===== src/rtl/prog_seq_pkg.sv =====
// Shared types and constants for the program sequencer.
package prog_seq_pkg;

  typedef enum logic [1:0] {
    IDLE = 2'd0,
    RUN  = 2'd1,
    DONE = 2'd2
  } state_t;

  localparam logic [1:0] COND_ALWAYS = 2'b00;
  localparam logic [1:0] COND_Z      = 2'b01;
  localparam logic [1:0] COND_NZ     = 2'b10;
  localparam logic [1:0] COND_SC     = 2'b11;

  // Branch condition against the registered flags (pre-update values).
  function automatic logic cond_met(input logic [1:0] sel, input logic zero_q, input logic sc_q);
    logic ok;
    case (sel)
      COND_ALWAYS: ok = 1'b1;
      COND_Z:      ok = zero_q;
      COND_NZ:     ok = ~zero_q;
      default:     ok = sc_q;
    endcase
    return ok;
  endfunction

endpackage


===== src/rtl/prog_sequencer_jump_lut.sv =====
// Writable jump table: one registered write port, one combinational read
// port. A read of the index being written returns the pre-write value,
// because the write only lands on the clock edge.
module jump_lut
  import prog_seq_pkg::*;
#(
  parameter  int D     = 12,
  parameter  int LUT_N = 4,
  localparam int LW    = (LUT_N > 1) ? $clog2(LUT_N) : 1
) (
  input  logic          clk,
  input  logic          reset,
  input  logic          wr_en,
  input  logic [LW-1:0] wr_idx,
  input  logic [D-1:0]  wr_data,
  input  logic [LW-1:0] rd_idx,
  output logic [D-1:0]  rd_data,
  output logic          rd_valid
);

  // Entry count widened by one bit so power-of-two sizes compare correctly.
  localparam logic [LW:0] N_L = LUT_N[LW:0];

  logic [D-1:0] entries [LUT_N];

  genvar gi;
  generate
    for (gi = 0; gi < LUT_N; gi++) begin : g_entry
      logic [D-1:0] entry_q;

      // Per-entry storage, cleared by reset, loaded when its index is written.
      always_ff @(posedge clk or negedge reset) begin
        if (!reset) begin
          entry_q <= '0;
        end else if (wr_en && (wr_idx == LW'(gi))) begin
          entry_q <= wr_data;
        end
      end

      assign entries[gi] = entry_q;
    end
  endgenerate

  // Indices past the populated range read as invalid (and zero).
  always_comb begin
    rd_valid = ({1'b0, rd_idx} < N_L);
    rd_data  = '0;
    if (rd_valid) begin
      rd_data = entries[rd_idx];
    end
  end

endmodule


===== src/rtl/prog_sequencer.sv =====
// Program sequencer: PC register with run handshake, conditional
// absolute/relative branching, registered ALU flags and a run-cycle counter.
module prog_sequencer
  import prog_seq_pkg::*;
#(
  parameter  int D        = 12,
  parameter  int LUT_N    = 4,
  parameter  int END_ADDR = 128,
  parameter  int CW       = 16,
  localparam int LW       = (LUT_N > 1) ? $clog2(LUT_N) : 1
) (
  input  logic          clk,
  input  logic          reset,
  input  logic          req,
  input  logic [D-1:0]  start_addr,
  input  logic          halt,
  input  logic          abs_br,
  input  logic          rel_br,
  input  logic [1:0]    cond_sel,
  input  logic [LW-1:0] lut_sel,
  input  logic [D-1:0]  rel_off,
  input  logic          jt_wr_en,
  input  logic [LW-1:0] jt_wr_idx,
  input  logic [D-1:0]  jt_wr_data,
  input  logic          zero_i,
  input  logic          pari_i,
  input  logic          sc_i,
  input  logic          flag_en,
  input  logic          sc_clr,
  input  logic          sc_en,
  output logic [D-1:0]  prog_ctr,
  output logic          running,
  output logic          done,
  output logic          zeroQ,
  output logic          pariQ,
  output logic          scQ,
  output logic [CW-1:0] cycle_cnt
);

  localparam logic [D-1:0] END_PC = END_ADDR[D-1:0];

  state_t        state_q, state_d;
  logic [D-1:0]  pc_q, pc_d;
  logic [CW-1:0] cnt_q, cnt_d;
  logic          zero_q, zero_d;
  logic          pari_q, pari_d;
  logic          sc_q, sc_d;

  logic [D-1:0]  jt_data;
  logic          jt_valid;
  logic          cond_ok;
  logic          abs_taken;
  logic          rel_taken;
  logic [D-1:0]  next_pc;
  logic          end_hit;

  jump_lut #(
    .D     (D),
    .LUT_N (LUT_N)
  ) u_jump_lut (
    .clk      (clk),
    .reset    (reset),
    .wr_en    (jt_wr_en),
    .wr_idx   (jt_wr_idx),
    .wr_data  (jt_wr_data),
    .rd_idx   (lut_sel),
    .rd_data  (jt_data),
    .rd_valid (jt_valid)
  );

  // Next-state, next-PC, flag and counter logic.
  always_comb begin
    state_d = state_q;
    pc_d    = pc_q;
    cnt_d   = cnt_q;
    zero_d  = zero_q;
    pari_d  = pari_q;
    sc_d    = sc_q;

    cond_ok   = cond_met(cond_sel, zero_q, sc_q);
    abs_taken = abs_br && cond_ok && jt_valid;
    rel_taken = rel_br && cond_ok;

    if (abs_taken) begin
      next_pc = jt_data;
    end else if (rel_taken) begin
      next_pc = pc_q + rel_off;
    end else begin
      next_pc = pc_q + D'(1);
    end

    // A run ends when the PC is about to reach END_ADDR, or when it already
    // sits on END_ADDR (start_addr == END_ADDR) and nothing branches away.
    end_hit = (next_pc == END_PC) || ((pc_q == END_PC) && !abs_taken && !rel_taken);

    case (state_q)
      IDLE, DONE: begin
        if (req) begin
          state_d = RUN;
          pc_d    = start_addr;
          cnt_d   = '0;
          zero_d  = 1'b0;
          pari_d  = 1'b0;
          sc_d    = 1'b0;
        end
      end
      RUN: begin
        cnt_d = (&cnt_q) ? cnt_q : cnt_q + CW'(1);
        if (flag_en) begin
          zero_d = zero_i;
          pari_d = pari_i;
        end
        if (sc_clr) begin
          sc_d = 1'b0;
        end else if (sc_en) begin
          sc_d = sc_i;
        end
        if (halt) begin
          state_d = DONE;
        end else if (end_hit) begin
          state_d = DONE;
          pc_d    = END_PC;
        end else begin
          pc_d = next_pc;
        end
      end
      default: state_d = IDLE;
    endcase
  end

  // State, PC, flag and counter registers.
  always_ff @(posedge clk or negedge reset) begin
    if (!reset) begin
      state_q <= IDLE;
      pc_q    <= '0;
      cnt_q   <= '0;
      zero_q  <= 1'b0;
      pari_q  <= 1'b0;
      sc_q    <= 1'b0;
    end else begin
      state_q <= state_d;
      pc_q    <= pc_d;
      cnt_q   <= cnt_d;
      zero_q  <= zero_d;
      pari_q  <= pari_d;
      sc_q    <= sc_d;
    end
  end

  assign prog_ctr  = pc_q;
  assign running   = (state_q == RUN);
  assign done      = (state_q == DONE);
  assign zeroQ     = zero_q;
  assign pariQ     = pari_q;
  assign scQ       = sc_q;
  assign cycle_cnt = cnt_q;

endmodule


===== config.mk =====
export PLATFORM = sky130hd
export DESIGN_NAME = prog_sequencer
export DESIGN_NICKNAME = d
export VERILOG_FILES = /design/src/rtl/prog_seq_pkg.sv /design/src/rtl/prog_sequencer_jump_lut.sv /design/src/rtl/prog_sequencer.sv
export SDC_FILE = /design/constraint.sdc
export NUM_CORES = 1
export LEC_CHECK = 0
export CORE_MARGIN = 4
export CORE_UTILIZATION = 30
export DETAILED_ROUTE_END_ITERATION = 16
export HOLD_SLACK_MARGIN = 0.03
export PLACE_DENSITY_LB_ADDON = 0.1
export SYNTH_ARGS = -nofsm -noshare
export SYNTH_HDL_FRONTEND = slang
export SYNTH_SLANG_ARGS = --single-unit
export TNS_END_PERCENT = 1

===== constraint.sdc =====
create_clock -name clk -period 8.2 [get_ports clk]
set_input_delay 2.05 -clock clk [delete_from_list [all_inputs] [get_ports clk]]
set_output_delay 2.05 -clock clk [all_outputs]
set_load 0.005 [all_outputs]

* Yosys cells after proc, flatten, opt, wreduce, memory -nomap -nowiden *
Index checks and enable logic that the tools add are counted.

storage, ports and cells
  output and inout port bits = 33
  flip-flop bits (word level) = 81
  input port bits = 55

cells by class
  magnitude comparators = 1
  equal/unequal tests = 15
  reductions and logical operators = 22
  bitwise logic cells = 2
  muxes and demuxes = 25
  add/sub/neg operators = 3

operators by type and width
  cell                                                                    number
  12-bit 2-to-1 mux                                                       7
  16-bit 2-to-1 mux                                                       2
  16-bit case mux with 2 select lines                                     1
  12-bit binary-select mux with 2-bit select                              1
  12-bit by 8-bit equality test with 1-bit output, second input constant  2
  12-bit case mux with 2 select lines                                     1
  16-bit by 1-bit adder with 16-bit output, second input constant         1
  16-bit AND reduction                                                    1
  12-bit by 1-bit adder with 12-bit output, second input constant         1
  12-bit adder                                                            1
  3-bit AND reduction                                                     4
  2-bit equality test, second input constant                              4
  1-bit logical AND                                                       8
  2-bit != test, second input constant                                    4
  2-bit by 1-bit equality test with 1-bit output, second input constant   3
  2-bit logical NOT                                                       3
  2-bit 2-to-1 mux                                                        3
  1-bit case mux with 2 select lines                                      3
  1-bit 2-to-1 mux                                                        5
  2-bit case mux with 2 select lines                                      1
  3-bit >= comparator, second input constant                              1
  3-bit by 2-bit != test with 1-bit output, second input constant         1
  3-bit != test, second input constant                                    1
  2-bit inverter with 3-bit output                                        1
  other kinds (7)                                                         8

* Longest topological paths before layout *
Gate-level depths: netlist of run 1.

  depth in word-level cells = 10
  mapped depth = 14
  depth with buffers taken out = 14

* Hierarchy *
Synthesis of run 1 repeated with hierarchy kept, for this count alone.

unflattened totals
  cells, all modules = 433
  area total of the unflattened synthesis = 4629.4 um^2

by module, submodules not included
  module          area an instance (um^2)  cells an instance  times used
  prog_sequencer  2534.9                   313                1
  jump_lut        2094.5                   120                1

* Worst setup path before layout of run 1 *
Ideal clock, no wire load.

  path kind = input-to-reg
  start point = input port cond_sel[0]
  end point = register state_q[0]
  library setup time = 129 ps
  arrival = 4773 ps
  data required time = 8071 ps
  stages on the path = 13
  slack = 3298 ps
  cell sequence = mux2_4 > a21boi_1 > clkbuf_1 > and2_1 > ha_1 > a21o_1 > a31o_1 > o21a_1 > or4_4 > nand3_2 > nand2_2 > nor4b_4 > o31ai_1

on the way
  cells in the longest elaborated chain, start to end = 9
  elaborated cells on any way between the ends = 16
  classes of those cells = eq/ne: 4; mux: 3; reduce/logical: 9

ends and longest elaborated chain
  element                                                                                      RTL line                                    text
  from (decl)                                                                                  prog_sequencer.sv:19                        input logic [1:0] cond_sel,
  2-bit equality test, or another cell as far along                                            prog_seq_pkg.sv:18                          case (sel)
  1-bit case mux with 3 select lines *                                                         prog_seq_pkg.sv:18
  1-bit logical AND (on tied branches)                                                         prog_sequencer.sv:82, prog_sequencer.sv:81
  12-bit 2-to-1 mux / 1-bit logical NOT (equally long branches)                                prog_sequencer.sv:86, prog_sequencer.sv:94
  12-bit 2-to-1 mux / 1-bit logical AND (equally long branches)                                prog_sequencer.sv:84, prog_sequencer.sv:94
  12-bit by 8-bit equality test with 1-bit output / 1-bit logical AND (equally long branches)  prog_sequencer.sv:94                        end_hit = (next_pc == END_PC) || ((pc_q == END_PC) && !abs_taken && !rel_taken);
  1-bit logical OR *                                                                           prog_sequencer.sv:94
  3-bit by 2-bit != test with 1-bit output (no line) *                                         n/a
  2-bit AND reduction (no line) *                                                              n/a
  to (signal assigned)                                                                         prog_sequencer.sv:141                       state_q <= state_d;
  to (decl)                                                                                    prog_sequencer.sv:42                        state_t state_q, state_d;

Every way passes the cells marked *; elsewhere a longest branch is shown, timed or not.
A chain may end at the register's enable or synchronous reset.

* Final worst setup path of run 1 *
  start point = input port cond_sel[0]
  end point = register state_q[1]

The elaborated chain is that of the path after synthesis.

==> impl.org, run 1 <==
** Pwr
- P per Cell Area :: 262 nW/um^2
- Of the total power, the clock network draws 0.264.
- Switch Pwr :: 0.000500 W
- Leak Pwr :: 2.40 nW
- Of the total power, registers draw 0.362.
- The internal power of the cells totals 0.00104 W.
- Share of total power in combinational logic :: 0.374
- Of the total power, the share spent switching nets is 0.325.
- Worst supply voltage drop on vdd :: 0.0942 mV

** Cells and area
- The filler cells instantiated in the layout total 1446.
- The top cell types in the final layout, fill and taps aside, are sky130_fd_sc_hd__clkdlybuf4s50_1, sky130_fd_sc_hd__dfrtp_1, sky130_fd_sc_hd__mux2_2.
- Share of layout cells above drive strength 1 :: 0.183
- The area growth from synthesis to layout is 29.5%.
- At the end of the flow, the number of nets in the layout was 557.
- Most common cell after layout, fill and taps aside :: sky130_fd_sc_hd__clkdlybuf4s50_1
- The repair_antennas step left the layout with diodes totalling 0.
- Core Util, Final :: 0.401

** STA
- Once routing completed, OpenROAD measured the worst setup slack at 2.79 ns.
- Final hold violations :: 0
- The final-report max-slew violation count came to 0.
- On the final layout, the worst clock skew is 0.00768 ns.
- For the pin with the worst max-slew slack, the measured transition is 1.05 ns.
- Setup violations remaining at the end of the flow were counted as 0.
- In the finished design, the share of the clock period the worst path needs comes to 0.659.
- Min cycle time layout :: 5.41 ns
- Setup repair after global routing left no endpoint under its margin.
- Max Fclk :: 0.185 GHz
- Setup Total Neg Slack :: 0 ns
- Relative slew slack :: 0.300

** Clocking
- CTS tree :: done
- Sink count of the clock tree :: 81
- The cell sitting at the root of the clock tree is a sky130_fd_sc_hd__clkbuf_16.
- After clock tree synthesis, the setup repair step added 0 buffers.
- Post-CTS sizing :: 0
- Maximum buffer depth of the clock tree :: 2
- The clock tree synthesis step divided the H-tree into 3 levels.
- TritonCTS created 9 clock buffers.
- Insertion delay to the later sink of the worst-skew pair :: 0.33 ns
- Clock-pin slew reported for the worst setup and hold paths after clock tree synthesis :: 0.06 ns
- Buffers inserted to repair hold after CTS numbered 0.

** Synthesis
- When the netlist entered floorplanning its net count stood at 471.
- After synthesis the netlist holds a flip-flop and latch count of 81.
- After technology mapping, the gate count stands at 403.
- EDFF count, synth :: 0
- Combined area of all synthesized cells :: 4530 um^2
- Count of synthesis-stage warnings from yosys :: 0
- Among all flip-flop cells after synthesis, the most frequent one is sky130_fd_sc_hd__dfrtp_1.
- Post-synthesis cell type count :: 69
- Counting flops with an async set or reset pin after synthesis yields a share of 1.00.
- Portion of the post-synthesis area used by sequential elements :: 0.447
- Mean instance size in the synthesized netlist :: 11.2 um^2

** Critical path
- Worst reg2reg endpoint :: state_q[1]
- R2R setup slack :: 4.49 ns
- Crit Path Max Fanout :: 13
- Startpoint of the worst register-to-register path :: zeroQ
- At the worst endpoint, the required time is 8.47 ns.
- Worst Setup Path Type :: primary input to flip-flop
- Worst-case reg-to-reg path depth :: 12
- Critical path arrival :: 5.67 ns
- STA classifies the critical path endpoint as a flip-flop.
- STA classifies the critical path startpoint as a primary input.

** GRT
- Entering global routing, the biggest net connects 82 pins.
- The first global-routing pass estimated 18.9 mm of wire.
- The number of antenna violations at the first check in global routing is 0.
- Sum of overflow across all layers after global routing :: 0
- The number of global-route vias before repair is 3609.
- Across every metal layer, demand over resource in global routing totals 0.141.

** Placement
- Input and output buffers added on the ports amount to 87.
- Final weighted congestion in routability-driven placement :: 0.781
- At the placement stage, the worst setup path has a slack of 2.42 ns.
- The wire-length estimate of the detail-placed layout is 8.52 mm.

** Routing
- Remaining antenna violation count after routing :: 0
- Iteration-0 DRC count of the detailed router :: 134
- Average wire per standard cell :: 17.1 um
- DR vias :: 3387
- For this block, the routed nets add up to 11.6 mm of wire.
- First-pass iteration count of the detailed router :: 4
- In the routed layout, each cell is associated on average with a via count of 5.00.
- After detailed routing, the number of remaining DRC violations is 0.

** Hold path
- Hold depth :: 1
- WHS Endpoint :: u_jump_lut.g_entry[1].entry_q[4]
- Hold Path Class :: flip-flop to flip-flop
- In this run the most critical hold path is launched from u_jump_lut.g_entry[1].entry_q[4].

** Die
- After floorplanning, the core was divided into 44 placement rows.
- Top-level I/O count :: 88
- Initial core utilization :: 0.310
- The floorplan step defined a die boundary enclosing 17100 um^2.
- Die Width :: 131 um
- CORE AREA :: 14600 um^2
- Die Span Y :: 131 um

** Status
- The flow ran to the end, and the final reports show no timing, DRC or antenna violations.

** Run
- Max-cap violation count :: 0
[power groups by stage]
stage | Clock, W | Sequential, W | Combinational, W
floorplan | 0 | 0.000544 | 0.000384
global placement | 0 | 0.000564 | 0.000583
detailed placement | 0 | 0.000567 | 0.000580
CTS | 0.000421 | 0.000559 | 0.000583
global route | 0.000437 | 0.000570 | 0.000640
finish | 0.000406 | 0.000557 | 0.000575
[synth_stat cells (all sizes together), types with 7 or more instances]
cell type / count / area [um^2]
mux2: 50 / 567
mux4: 12 / 289
xnor2: 8 / 70.1
nor3: 7 / 40.0
and2: 12 / 76.3
o21ai: 13 / 68.8
xor2: 12 / 105
nand2: 23 / 88.8
nand3: 15 / 80.1
a21oi: 29 / 145
ha: 12 / 150
clkbuf: 7 / 26.3
buf: 8 / 56.3
nor2: 37 / 139
dfrtp: 81 / 2030
[through the flow]
stage                     std cells  total power [W]  hold slack (ns)  cell area (um^2)
final                           677          0.00154            0.498              5870
after floorplan                 403         0.000928            0.470              4530
after global routing            677          0.00165            0.512              5870
after CTS                       677          0.00156            0.502              5870
after detailed placement        662          0.00115            0.488              5570
after global placement          662          0.00115            0.482              5570
[sequential cells by signal, indices dropped and copies added (netlist names)]
name,flops
state_q,2
scQ,1
prog_ctr,12
u_jump_lut.g_entry.entry_q,48
pariQ,1
cycle_cnt,16
zeroQ,1
[layer usage]
layer | GRT usage | wire, um | share of wire
met1 | 0.188 | 5550 | 0.48
met2 | 0.236 | 5450 | 0.47
met3 | 0.0260 | 474 | 0.041
met4 | 0.0417 | 116 | 0.010
met5 | 0 | 0 | 0
[final cells by class]
class / count / area, um^2 / area share
multi-input combinational: 300 / 2400 / 0.408
clock inverter: 2 / 37.5 / 0.00640
inverter: 7 / 26.3 / 0.00448
sequential: 81 / 2030 / 0.345
clock buffer: 13 / 260 / 0.0443
timing repair buffer: 90 / 891 / 0.152
tap: 184 / 230 / 0.0392
[worst max-delay path by stage]
stage / start / endpoint / slack [ns] / cells past startpoint
after global placement: cond_sel[0] / state_q[0] / 2.44 / 13
after CTS: cond_sel[0] / state_q[1] / 2.76 / 13
after global routing: cond_sel[0] / state_q[0] / 2.54 / 15
after detailed placement: cond_sel[0] / state_q[0] / 2.42 / 13
final: cond_sel[0] / state_q[1] / 2.79 / 13
after floorplan: cond_sel[0] / state_q[0] / 3.30 / 13
[cells by family (layout without fill, tap and decap cells)]
group | count (synthesis) | count (layout) | share of synthesized area
AND/OR/NAND/NOR | 130 | 130 | 0.152
flip-flops | 81 | 81 | 0.447
AO/OA/AOI/OAI | 72 | 72 | 0.105
multiplexers | 65 | 65 | 0.195
buffers and inverters | 22 | 112 | 0.0240
XOR/XNOR | 20 | 20 | 0.0386
adder cells (fa/ha/maj) | 13 | 13 | 0.0375
[worst max-delay path, stage by stage]
cell and delay (ns):
sky130_fd_sc_hd__clkdlybuf4s50_1 0.42, sky130_fd_sc_hd__mux2_4 0.29, sky130_fd_sc_hd__a21boi_1 0.68, sky130_fd_sc_hd__and2_1 0.24, sky130_fd_sc_hd__ha_1 0.29, sky130_fd_sc_hd__a21o_1 0.20, sky130_fd_sc_hd__a31o_1 0.21, sky130_fd_sc_hd__o21a_1 0.22
sky130_fd_sc_hd__or4_4 0.48, sky130_fd_sc_hd__nand3_2 0.10, sky130_fd_sc_hd__nand2_2 0.06, sky130_fd_sc_hd__nor4b_4 0.28, sky130_fd_sc_hd__o22a_1 0.16
(Power assumes the default switching activity.)
==> run 2, diff against run 1 <==
==> constraint.sdc (replaced) <==
create_clock -name clk -period 4.6 [get_ports clk]
set_input_delay 1.15 -clock clk [delete_from_list [all_inputs] [get_ports clk]]
set_output_delay 1.15 -clock clk [all_outputs]
set_load 0.005 [all_outputs]
==> impl.org, run 2 (synthesis results as in run 1) <==
** GRT
- The wire length of the first global-routing pass was 18.9 mm (+0.40%).
- Maximum number of pins on one net before global-route repair :: 82 (unchanged)
- Via count of the first global-routing pass :: 3585 (-0.67%)
- The overall routing resource usage came to 0.142 (+0.000525).
- The total overflow reported by the global router came to 0 (unchanged).
- Antenna violations before repair :: 0 (unchanged)

** Pwr
- The worst supply voltage drop on vdd came to 0.174 mV (+85%).
- Cell internal power dissipation :: 0.00183 W (+76%)
- The reported net switching power came to 0.000920 W (+84%).
- Switching power share of the total :: 0.335 (+0.00917)
- Power share of the clock group :: 0.260 (-0.004)
- The power per cell area was 465 nW/um^2 (+78%).
- The portion of total power attributed to sequential cells came to 0.362 (about the same).
- Leak Pwr :: 2.44 nW (+1.4%)
- Post-route total power :: 0.00275 W (+79%)
- Share of total power in combinational logic :: 0.377 (+0.003)

** Cells and area
- Compared with the post-synthesis result, the final layout area differs by 30.4%.
- Core Util, Final :: 0.404 (+0.00290)
- Number of antenna cells inserted :: 0 (unchanged)
- Net total in the final layout :: 563 (+1.1%)
- Most common cell after layout, fill and taps aside :: sky130_fd_sc_hd__clkdlybuf4s50_1
- Max FFs per register :: 48 (unchanged)
- Cell Count, Final, Fillers Out :: 684 (+1.0%)
- The top cell types in the final layout, fill and taps aside, are sky130_fd_sc_hd__clkdlybuf4s50_1, sky130_fd_sc_hd__dfrtp_1, sky130_fd_sc_hd__mux2_2.
- u_jump_lut.g_entry.entry_q holds more flip-flops than any other register.
- Share of layout cells above drive strength 1 :: 0.198 (+0.0154)

** Critical path
- By startpoint and endpoint, the worst setup path is classified as primary input to flip-flop.
- Worst reg2reg endpoint :: state_q[0]
- Walking the worst path, the cells encountered are clkdlybuf4s50_1 > mux2_4 > a21boi_1 > buf_4 > and2_1 > ha_1 > a21o_1 > a31o_1 > o21a_1 > or4_4 > nand3_2 > nand2_2 > nor4b_4 > o31ai_1.
- The setup slack of the worst register-to-register path was 1.28 ns (-3.21 ns).
- The data required time at the worst endpoint was 4.80 ns (-3.67 ns).
- Among all stages on the critical path, the largest delay is contributed by sky130_fd_sc_hd__or4_4.
- The maximum single-stage delay on the critical path came to 0.48 ns (-0.20 ns).
- Critical path arrival :: 4.32 ns (-1.35 ns)
- On the critical path the largest part of the delay comes from simple AND/OR/NAND/NOR gates.
- Startpoint type of the worst setup path :: primary input
- The worst register-to-register path begins at zeroQ.
- The largest fanout of any net on the critical path is 13 (unchanged).
- WP buf/inv :: 2 (+1)
- The worst setup path is captured at a flip-flop.
- The number of cells on the worst reg-to-reg path was 13 (+1).

** STA
- The worst slew margin relative to its limit was 0.306 (+0.00642).
- Min cycle time layout :: 4.12 ns
- The number of endpoints failing setup at the final stage came to 0 (unchanged).
- Setup skew after layout :: 0.00448 ns (-0.00320 ns)
- The final total negative setup slack came to 0 ns (unchanged).
- Measured slew at the worst slew-check pin :: 1.04 ns (-0.00963 ns)
- Setup repair after global routing missed its margin :: no
- The worst hold slack across all endpoints came to 0.501 ns (+0.00235 ns).
- The final-report max-slew violation count was 0 (unchanged).
- Post-route fraction of the period consumed by the critical path :: 0.896
- Based on the critical path, the design can be clocked at up to 0.243 GHz.
- The number of hold violations in the final report came to 0 (unchanged).

** Die
- Cell row count :: 44 (unchanged)
- Die ar. :: 17100 um^2 (unchanged)
- Die Span Y :: 131 um (unchanged)
- Top-level I/O count :: 88 (unchanged)
- The core region area is 14600 um^2 (unchanged).
- Initial core utilization :: 0.310 (unchanged)
- The width of the die was 131 um (unchanged).

** Placement
- The half-perimeter wire length after detailed placement is 8.66 mm (+1.6%).
- Final weighted congestion in routability-driven placement :: 0.791 (+1.3%)
- Count of buffers from port buffering :: 87 (unchanged)
- DP Cell Count :: 668 (+0.91%)

** Routing
- First-pass iteration count of the detailed router :: 4 (unchanged)
- The detailed-route via count is 3374 (-0.38%).
- Iteration-0 DRC count of the detailed router :: 112 (-16%)
- The number of antenna-violating nets in the routed design is 0 (unchanged).
- The post-detailed-route wirelength per cell came to 16.9 um (-1.2%).
- The remaining design rule violation count came to 0 (unchanged).
- The detail-routed via count per cell was 4.93 (-1.4%).
- Detailed Route WL :: 11.6 mm (-0.14%)

** Hold path
- WHS Endpoint :: u_jump_lut.g_entry[0].entry_q[1]
- Hold depth :: 1 (unchanged)
- Hold Path Class :: flip-flop to flip-flop
- The worst hold path begins at u_jump_lut.g_entry[0].entry_q[1].

** Clocking
- The clock transition at the register clock pins on the worst setup and hold paths after CTS was 0.06 ns (about the same).
- The level count of the clock H-tree is 3 (unchanged).
- Number of clock buffers inserted by TritonCTS :: 9 (unchanged)
- The later-pin clock latency in the skew report came to 0.33 ns (about the same).
- CTS tree :: done
- Setup fix buffers added after clock tree synthesis :: 0 (unchanged)
- The number of hold buffers added after CTS was 0 (unchanged).
- The number of gates resized after CTS was 0 (unchanged).
- The worst-case clock buffer depth came to 2 (unchanged).
- The number of sinks handled by clock tree synthesis came to 81 (unchanged).
- The root buffer cell chosen for the clock tree is sky130_fd_sc_hd__clkbuf_16.

** Status
- The flow ran to the end, and the final reports show no timing, DRC or antenna violations.

** Run
- The max-cap check violation count is 0 (unchanged).
==> run 2: layout make-up <==
cell class	instances	area, um^2
fillers	1454	8730
clock buffers	9	225
well taps	184	230
repair buffers	96	936
multi-input cells	300	2400
clock inverters	7	70.1
inverters	7	26.3
flip-flops and latches	81	2030
==> run 2: routing by layer <==
metal | part of all wire | GRT usage
met1 | 0.47 | 0.189
met2 | 0.48 | 0.239
met3 | 0.038 | 0.0207
met4 | 0.014 | 0.0454
met5 | 0 | 0
==> run 2: worst max path at each step <==
| stage | end | slack, ns | from | cells past startpoint |
|---|---|---|---|---|
| 3_5_place_dp | state_q[0] | 0.17 | cond_sel[0] | 14 |
| 5_1_grt | state_q[0] | 0.33 | cond_sel[0] | 14 |
| 2_1_floorplan | state_q[0] | 0.60 | cond_sel[0] | 13 |
| 6_report | state_q[0] | 0.48 | cond_sel[0] | 14 |
| 4_1_cts | state_q[0] | 0.45 | cond_sel[0] | 14 |
| 3_3_place_gp | state_q[0] | 0.22 | cond_sel[0] | 14 |
==> run 2: power by group through the flow <==
| stage | logic [W] | clock network [W] | registers, W |
|---|---|---|---|
| CTS | 0.00105 | 0.000738 | 0.00100 |
| finish | 0.00104 | 0.000716 | 0.000996 |
| detailed placement | 0.00104 | 0 | 0.00101 |
| floorplan | 0.000684 | 0 | 0.000970 |
| global route | 0.00116 | 0.000771 | 0.00102 |
| global placement | 0.00105 | 0 | 0.00101 |
==> run 2: metrics by stage <==
stage | cell area (um^2) | setup slack, ns
after floorplan | 4530 | 0.598
after global placement | 5620 | 0.216
final | 5910 | 0.477
after detailed placement | 5620 | 0.167
after CTS | 5910 | 0.450
after global routing | 5910 | 0.334
==> run 3, diff against run 2 <==
--- a/config.mk
+++ b/config.mk
@@ -5,8 +5,10 @@
 export SDC_FILE = /design/constraint.sdc
 export NUM_CORES = 1
 export LEC_CHECK = 0
+export CORE_ASPECT_RATIO = 1.25
 export CORE_MARGIN = 4
 export CORE_UTILIZATION = 30
+export CTS_BUF_LIST = sky130_fd_sc_hd__clkbuf_4
 export DETAILED_ROUTE_END_ITERATION = 16
 export HOLD_SLACK_MARGIN = 0.03
 export PLACE_DENSITY_LB_ADDON = 0.1
==> impl.org, run 3 (synthesis results as in run 1) <==
** Hold path
- In this run the most critical hold path is launched from u_jump_lut.g_entry[3].entry_q[1].
- Hold Path Class :: flip-flop to flip-flop

** STA
- The fraction of the cycle the final worst path needs is 0.864 (-0.0319).
- Setup repair after global routing missed its margin :: no
- Min cycle time layout :: 3.98 ns (-0.147 ns)
- Number of slew-limit violations in the final report :: 0 (unchanged)
- The final total negative setup slack came to 0 ns (unchanged).
- Relative slew slack :: 0.324 (+0.0178)
- Min setup slack post-route :: 0.624 ns (+0.147 ns)
- Final-layout worst hold slack :: 0.517 ns (+0.0167 ns)
- Final hold violations :: 0 (unchanged)
- The slew at the pin with the worst max-slew slack was 1.01 ns (-0.0288 ns).
- Max Fclk :: 0.252 GHz (+3.7%)
- Endpoints failing setup :: 0 (unchanged)
- Setup skew after layout :: 0.0153 ns (+0.0108 ns)

** Pwr
- The reported net switching power was 0.000907 W (-1.4%).
- The fraction of power spent switching nets came to 0.357 (+0.0223).
- Post-route total power :: 0.00254 W (-7.6%)
- The combinational cell fraction of total power came to 0.412 (+0.035).
- Cell internal power dissipation :: 0.00163 W (-11%)
- The static leakage was 2.38 nW (-2.3%).
- P per Cell Area :: 439 nW/um^2 (-5.6%)
- The worst supply voltage drop on vdd came to 0.191 mV (+9.8%).
- Portion of total power attributed to sequential cells :: 0.389 (+0.027)
- The share of total power in the clock network is 0.199 (-0.061).

** Placement
- Worst slack at placement :: 0.146 ns (-0.0200 ns)
- Count of buffers from port buffering :: 87 (unchanged)
- The half-perimeter wire length after detailed placement is 8.94 mm (+3.3%).
- Final weighted congestion in routability-driven placement :: 0.820 (+3.7%)

** Clocking
- The post-CTS setup buffer count was 0 (unchanged).
- Clock-pin slew reported for the worst setup and hold paths after clock tree synthesis :: 0.13 ns (+0.07 ns)
- TritonCTS built the clock tree.
- Sink count of the clock tree :: 81 (unchanged)
- The total CTS buffers was 9 (unchanged).
- Total of hold buffers inserted after clock tree synthesis :: 0 (unchanged)
- The level count of the clock H-tree came to 3 (unchanged).
- Post-CTS sizing :: 0 (unchanged)
- The later-pin clock latency in the skew report was 0.46 ns (+0.13 ns).
- The worst-case clock buffer depth is 2 (unchanged).
- Clock Root Buffer :: sky130_fd_sc_hd__clkbuf_4

** Cells and area
- The number of fill cells in the layout is 1444 (-0.69%).
- Core Util, Final :: 0.397 (-0.00712)
- Relative to the synthesized area, the layout overhead comes to 27.7%.
- The flip-flop count of the largest register after layout was 48 (unchanged).
- The number of nets in the final layout came to 563 (unchanged).
- Most common cell after layout, fill and taps aside :: sky130_fd_sc_hd__clkdlybuf4s50_1
- Most frequent cells in the layout :: sky130_fd_sc_hd__clkdlybuf4s50_1, sky130_fd_sc_hd__dfrtp_1, sky130_fd_sc_hd__mux2_2
- Share of layout cells above drive strength 1 :: 0.200 (+0.00200)
- The register with the most flip-flops in the final layout is u_jump_lut.g_entry.entry_q.

** GRT
- The wire length of the first global-routing pass came to 19.6 mm (+3.4%).
- Antenna violations before repair :: 1 (+1)
- The total overflow reported by the global router came to 0 (unchanged).
- Via count of the first global-routing pass :: 3579 (-0.17%)
- Global-route total usage across every layer :: 0.144 (+0.00175)
- Maximum number of pins on one net before global-route repair :: 57 (-30%)

** Critical path
- The maximum single-stage delay on the critical path is 0.48 ns (about the same).
- The slowest stage of the critical path belongs to the cell sky130_fd_sc_hd__or4_4.
- The startpoint identified for the worst register-to-register timing path is zeroQ.
- The data arrival time of the critical path was 4.37 ns (+0.05 ns).
- The worst setup path is launched from a primary input.
- In this design, the largest share of critical-path delay is due to simple AND/OR/NAND/NOR gates.
- Required time reported for the critical path endpoint :: 4.99 ns (+0.19 ns)
- The largest fanout of any net on the critical path was 13 (unchanged).
- The critical path starts at cond_sel[0].
- Type of destination of the critical path :: flip-flop
- The worst setup path is of the primary input to flip-flop kind.
- List of cells traversed by the critical path :: clkdlybuf4s50_1 > mux2_4 > a21boi_1 > buf_4 > and2_1 > ha_1 > a21o_1 > a31o_1 > o21a_1 > or4_4 > nand3_2 > nand2_2 > nor4b_4 > o22a_1
- The number of buffer and inverter instances along the worst setup path came to 2 (unchanged).

** Die
- The number of rows in the core area is 49 (+11%).
- Die Span Y :: 145 um (+11%)
- The number of ports placed on the die boundary came to 88 (unchanged).
- The width of the die is 118 um (-9.9%).
- The starting utilization of the core area was 0.311 (+0.00111).
- The overall die area came to 17200 um^2 (about the same).
- CORE AREA :: 14600 um^2 (-0.36%)

** Routing
- First-pass iteration count of the detailed router :: 4 (unchanged)
- Post-route DRC violation count :: 0 (unchanged)
- The detail-routed via count per cell was 5.10 (+3.5%).
- Average wire per standard cell :: 17.6 um (+4.3%)
- The violation count after the first detailed-routing iteration is 105 (-6.3%).
- The routed wire length is 12.0 mm (+3.6%).
- The number of antenna-violating nets in the routed design is 0 (unchanged).
- DR vias :: 3466 (+2.7%)

** Status
- Result of the run :: finished, final reports clean

** Run
- The max-cap check violation count is 0 (unchanged).
==> run 3: layer usage <==
metal,part of all wire,GRT usage
met5,0,0
met1,0.45,0.184
met3,0.043,0.0319
met4,0.017,0.0534
met2,0.49,0.238
==> run 3: final timing paths <==
kind | to | slack (ns) | cells after the start
worst max-delay path | state_q[1] | 0.62 | 14
worst min-delay path | u_jump_lut.g_entry[3].entry_q[1] | 0.52 | 1
worst max register to register | state_q[1] | 1.28 | 13
worst min register to register | u_jump_lut.g_entry[3].entry_q[1] | 0.52 | 1
max in group asynchronous | cycle_cnt[5] | 3.00 | 2
min in group asynchronous | u_jump_lut.g_entry[0].entry_q[1] | 0.74 | 1
==> run 3: area by class of cell <==
type | instances | area (um^2) | share of cell area
Clock inverter | 7 | 103 | 0.0177
Sequential cell | 81 | 2030 | 0.350
Inverter | 7 | 26.3 | 0.00454
Tap cell | 178 | 223 | 0.0385
Clock buffer | 9 | 67.6 | 0.0117
Antenna cell | 1 | 2.50 | 0.000432
Multi-Input combinational cell | 300 | 2400 | 0.415
Timing Repair Buffer | 96 | 936 | 0.162
==> run 3: power groups by stage <==
| stage | combinational, W | sequential [W] | clock (W) |
|---|---|---|---|
| after global routing | 0.00116 | 0.00102 | 0.000562 |
| after CTS | 0.00106 | 0.000996 | 0.000532 |
| after floorplan | 0.000684 | 0.000970 | 0 |
| after global placement | 0.00105 | 0.00100 | 0 |
| final | 0.00105 | 0.000989 | 0.000505 |
| after detailed placement | 0.00105 | 0.00101 | 0 |
==> run 3: metrics by stage <==
step | std cells | cell area (um^2)
2_1_floorplan | 403 | 4530
3_3_place_gp | 662 | 5610
3_5_place_dp | 662 | 5610
4_1_cts | 678 | 5780
5_1_grt | 679 | 5790
6_report | 679 | 5790
==> run 3: worst register-to-register path: cells and delay by family (launching register included) <==
kind,cells,cell delay (ns)
and+or+nand+nor,5,1.08
AOI/OAI and AO/OA,5,0.95
DFF,1,0.43
muxes,1,0.32
adders and majority gates,1,0.29
buffers and inverters,1,0.20
